--- config.mk ---
export PLATFORM = sky130hd
export DESIGN_NAME = ld_st_serializer
export DESIGN_NICKNAME = d
export VERILOG_FILES = /design/src/rtl/ld_st_serializer.sv
export SDC_FILE = /design/constraint.sdc
export NUM_CORES = 1
export LEC_CHECK = 0
export BUFFER_PORTS_ARGS = -buffer_cell sky130_fd_sc_hd__buf_2
export CAP_MARGIN = 20
export CORE_MARGIN = 5
export CORE_UTILIZATION = 30
export CTS_CLUSTER_DIAMETER = 120
export DETAILED_ROUTE_END_ITERATION = 16
export HOLD_SLACK_MARGIN = 0.1
export PLACE_DENSITY_LB_ADDON = 0.08
export SYNTH_ARGS = -nofsm -noshare
export SYNTH_HDL_FRONTEND = slang
export SYNTH_SLANG_ARGS = --single-unit
--- constraint.sdc ---
create_clock -name clk -period 1.4 [get_ports clk]
set_input_delay 0.28 -clock clk [delete_from_list [all_inputs] [get_ports clk]]
set_output_delay 0.28 -clock clk [all_outputs]
set_load 0.02 [all_outputs]
--- src/rtl/ld_st_serializer.sv ---
// ld_st_serializer
//   Parallel-in, serial-out transmitter that feeds the serial input of a
//   load/store register chain. A word is captured on an accepted load and is
//   then shifted out one bit per valid/ready transfer. serLast marks the final
//   bit, and a one-cycle done pulse follows before the next word is accepted.
//
// Parameters
//   WIDTH     word width in bits (2..32)
//   LSB_FIRST 0 = MSB shifted out first, 1 = LSB shifted out first
//
// Ports
//   clk      rising-edge clock
//   clr      asynchronous active-low reset
//   ld       load request, sampled only while ready=1
//   dataIn   parallel word, captured on an accepted load
//   ready    idle, a load is accepted this cycle
//   serOut   current serial bit, 0 while serValid=0
//   serValid serOut holds a valid bit
//   serReady downstream accepts the bit this cycle
//   serLast  current bit is the last bit of the word
//   done     one-cycle pulse after the last bit transfers
module ld_st_serializer #(
  parameter int unsigned WIDTH     = 8,
  parameter bit          LSB_FIRST = 1'b0
) (
  input  logic             clk,
  input  logic             clr,
  input  logic             ld,
  input  logic [WIDTH-1:0] dataIn,
  output logic             ready,
  output logic             serOut,
  output logic             serValid,
  input  logic             serReady,
  output logic             serLast,
  output logic             done
);

  localparam int unsigned CW = $clog2(WIDTH);

  typedef enum logic [1:0] {IDLE, SHIFT, DONE} stateT;

  stateT            state, stateNext;
  logic [WIDTH-1:0] shiftReg, shiftNext;
  logic [CW-1:0]    cnt, cntNext;

  always_ff @(posedge clk or negedge clr) begin
    if (!clr) begin
      state    <= IDLE;
      shiftReg <= '0;
      cnt      <= '0;
    end else begin
      state    <= stateNext;
      shiftReg <= shiftNext;
      cnt      <= cntNext;
    end
  end

  always_comb begin
    stateNext = state;
    shiftNext = shiftReg;
    cntNext   = cnt;
    case (state)
      IDLE: begin
        if (ld) begin
          shiftNext = dataIn;
          cntNext   = CW'(WIDTH - 1);
          stateNext = SHIFT;
        end
      end
      SHIFT: begin
        if (serReady) begin
          if (cnt == '0) begin
            stateNext = DONE;
          end else begin
            // Move toward the output end with zero fill.
            shiftNext = LSB_FIRST ? (shiftReg >> 1) : (shiftReg << 1);
            cntNext   = cnt - CW'(1);
          end
        end
      end
      DONE: begin
        stateNext = IDLE;
      end
      default: begin
        stateNext = IDLE;
      end
    endcase
  end

  // Every output decodes registered state only, so an asynchronous clear
  // drops serValid at once and no path exists from ld/serReady to outputs.
  always_comb begin
    ready    = (state == IDLE);
    serValid = (state == SHIFT);
    done     = (state == DONE);
    serOut   = serValid & (LSB_FIRST ? shiftReg[0] : shiftReg[WIDTH-1]);
    serLast  = serValid & (cnt == '0);
  end

endmodule
==> metrics.txt <==
status finished with violations; failing checks setup timing; via count of the routed design slightly below 700; arrival time reported for the critical path endpoint ~1300 ps; number of core rows 17; count of unresolved DRC violations after routing 0; TritonCTS sink count 13; worst endpoint required time between 1000 and 1500 ps; Horiz. Die Dim between 50 and 60 um; RePlAce Congestion between 0.8 and 0.9; clock tree from TritonCTS done; accumulated negative setup slack -538 ps; Die Y a little under 60 um; setup repair after global routing missed its margin true; PD cells ~1900 nW/um2; cell area after technology mapping between 700 and 800 um2; routed wirelength normalized by instance count between 10 and 15 um; Total GRT Usage 0.115; standard cell area after detailed placement about 910 um2; count of different cell masters after synthesis 28; min Tclk post-route about 1500 ps; hold path start dataIn[0]; starting density of the core 0.322; largest buffer count on any clock path 2; fraction of power consumed by the clock network 0.106; number of flops mapped to enable cells by yosys 0; insertion delay to the later sink of the worst-skew pair around 270 ps; sequential area share after synthesis 0.448; slew at the pin closest to its max-slew limit 300 ps; number of register bits inferred by synthesis 13; layout cell share with drive strength beyond 1 0.645; commonest cells after routing, fill and taps aside sky130_fd_sc_hd__buf_4 (17), sky130_fd_sc_hd__buf_2 (12), sky130_fd_sc_hd__dfrtp_1 (11), sky130_fd_sc_hd__o21ai_2 (8), sky130_fd_sc_hd__mux2i_1 (7); initial antenna violation count 0; launching element of the worst setup path cnt[0]; die area 3500 um2; Post-DP HPWL between 1000 and 1500 um; Leakage Power 0.000544 uW; detailed-route vias per instance 5.04; endpoint kind of the worst setup timing path primary output; synth warn 0; aggregate routed wire length slightly below 2000 um; starting DRC count in detailed routing 11; placeable core region 2250 um2; max_slew headroom 0.800; sequential fraction of design power 0.297; max-slew violations 0; via count of the first global-routing pass between 600 and 700; Synth area leader sky130_fd_sc_hd__dfrtp_1; area fraction of the dominant cell type after synthesis 0.448; type of the worst setup path flop to primary output; net switching power figure roughly 860 uW; crit start category flop; Clock H-tree levels 1; largest net degree at the start of global routing 14; number of hold-slack violations in the final timing report 0; io pins 17; summed area of non-filler cells in the final layout approximately 1200 um2; MaxCap Viol Count 0; clock transition at the registers of the reported paths ~80 ps; start of the worst register-to-register path cnt[0]; prevailing post-synth register cell sky130_fd_sc_hd__dfrtp_1; top post-synthesis cells by area sky130_fd_sc_hd__dfrtp_1 (45%), sky130_fd_sc_hd__mux2i_1 (9.7%), sky130_fd_sc_hd__o21ai_0 (4.8%), sky130_fd_sc_hd__o21ai_1 (4.8%), sky130_fd_sc_hd__ha_1 (3.4%); Avg Synthesized Cell Area between 10 and 15 um2; Internal Dissipation about 1300 uW; minimum setup slack in the final design -134 ps; FILL cells 211; final number of setup-violating endpoints 11; biggest fanout along the worst timing path 2; nets in the synthesized netlist 83; total gr overflow 0; first-pass GRT wire length between 3000 and 4000 um; nets@finish approximately 120; top achievable clock speed ~650 MHz; I/O Buffers 16; Routed Antenna Nets 0; final critical-path share of the clock period 1.10; most frequent standard cell in the layout excluding fill and tap cells sky130_fd_sc_hd__buf_4; diode insertion count for antenna repair 0; ys async rst share 1.00; layout-stage area growth over the synthesis result 60.9%; type of the worst min-delay path primary input to flop; portion of total power attributed to combinational logic 0.596; clock buffers created by TritonCTS 3; cell chosen for the clock root sky130_fd_sc_hd__clkbuf_4; net switching fraction of the power 0.396; total iterations of the first detailed-routing run 4; peak supply drop ~940 uV; cell count after synthesis 69; post-route clock skew between 0.5 and 0.6 ps
-- layer usage --
layer,up-vias,global-route usage,share of wire
met5,-,0,0
met4,0,0.0194,0.0071
met3,2,0.0392,0.041
met2,14,0.187,0.52
met1,331,0.148,0.43
li1,333,-,-
-- flip-flops by register name, indices dropped and copies added (netlist names) --
signal and cells:
shiftReg 8, cnt 3, state 2
-- worst max-delay path, stage by stage (launching register included) --
cell and delay, ps:
sky130_fd_sc_hd__dfrtp_1 400, sky130_fd_sc_hd__inv_2 80, sky130_fd_sc_hd__ha_4 150, sky130_fd_sc_hd__nand2b_4 70, sky130_fd_sc_hd__nor3_4 140, sky130_fd_sc_hd__buf_6 140
-- cell families after synthesis --
group / synth area share
DFF: 0.448
AOI/OAI and AO/OA: 0.281
and+or+nand+nor: 0.0914
adders and majority gates: 0.0345
muxes: 0.0966
buffers and inverters: 0.0483
-- Yosys cell counts (all sizes together) (2+ instances only) --
master	count
nor2	5
a211oi	3
a31oi	3
ha	2
mux2i	7
dfrtp	13
inv	5
o21ai	15
and2	2
buf	2
-- layout make-up --
class / count / area [um2] / share of cell area
multi-input cells: 48 / 474 / 0.406
flip-flops and latches: 13 / 328 / 0.281
clock buffers: 4 / 26.3 / 0.0225
well taps: 28 / 35.0 / 0.0300
repair buffers: 37 / 285 / 0.244
inverters: 5 / 18.8 / 0.0161
-- final timing paths --
kind                                to  slack (ps)  depth (start not counted)
hold / removal             shiftReg[0]         250                          2
hold reg to reg            shiftReg[0]         500                          1
max in group asynchronous     state[1]         730                          2
setup reg to reg                cnt[2]        -120                          8
setup / recovery               serLast        -130                          5
min in group asynchronous  shiftReg[5]         420                          2
-- timing repair --
item	in CTS	in global routing
pin swaps	2	6
hold buffers	1	0
resized for setup	16	27
endpoints found under the setup margin	12	14
hold endpoints to repair	13	0
buffers inserted	9	3
-- stage by stage --
| step | util | worst slack, ps | hold WS, ps | total power, uW | std cells |
|---|---|---|---|---|---|
| after detailed placement | 0.403 | -10.7 | 186 | 1530 | 119 |
| after global placement | 0.403 | 16.3 | 192 | 1530 | 119 |
| after floorplan | - | 15.0 | -15.6 | 1220 | 69 |
| final | 0.518 | -134 | 250 | 2170 | 135 |
| after global routing | 0.518 | -196 | 244 | 2310 | 135 |
| after CTS | 0.472 | -190 | 248 | 1990 | 133 |
-- power by group through the flow --
| stage | combinational [uW] | clock, uW | sequential [uW] |
|---|---|---|---|
| floorplan | 632 | 0 | 591 |
| global placement | 896 | 0 | 631 |
| finish | 1290 | 230 | 644 |
| detailed placement | 892 | 0 | 633 |
| CTS | 1130 | 236 | 620 |
| global route | 1400 | 252 | 660 |
No activity file was read; power rests on OpenSTA's default activity.
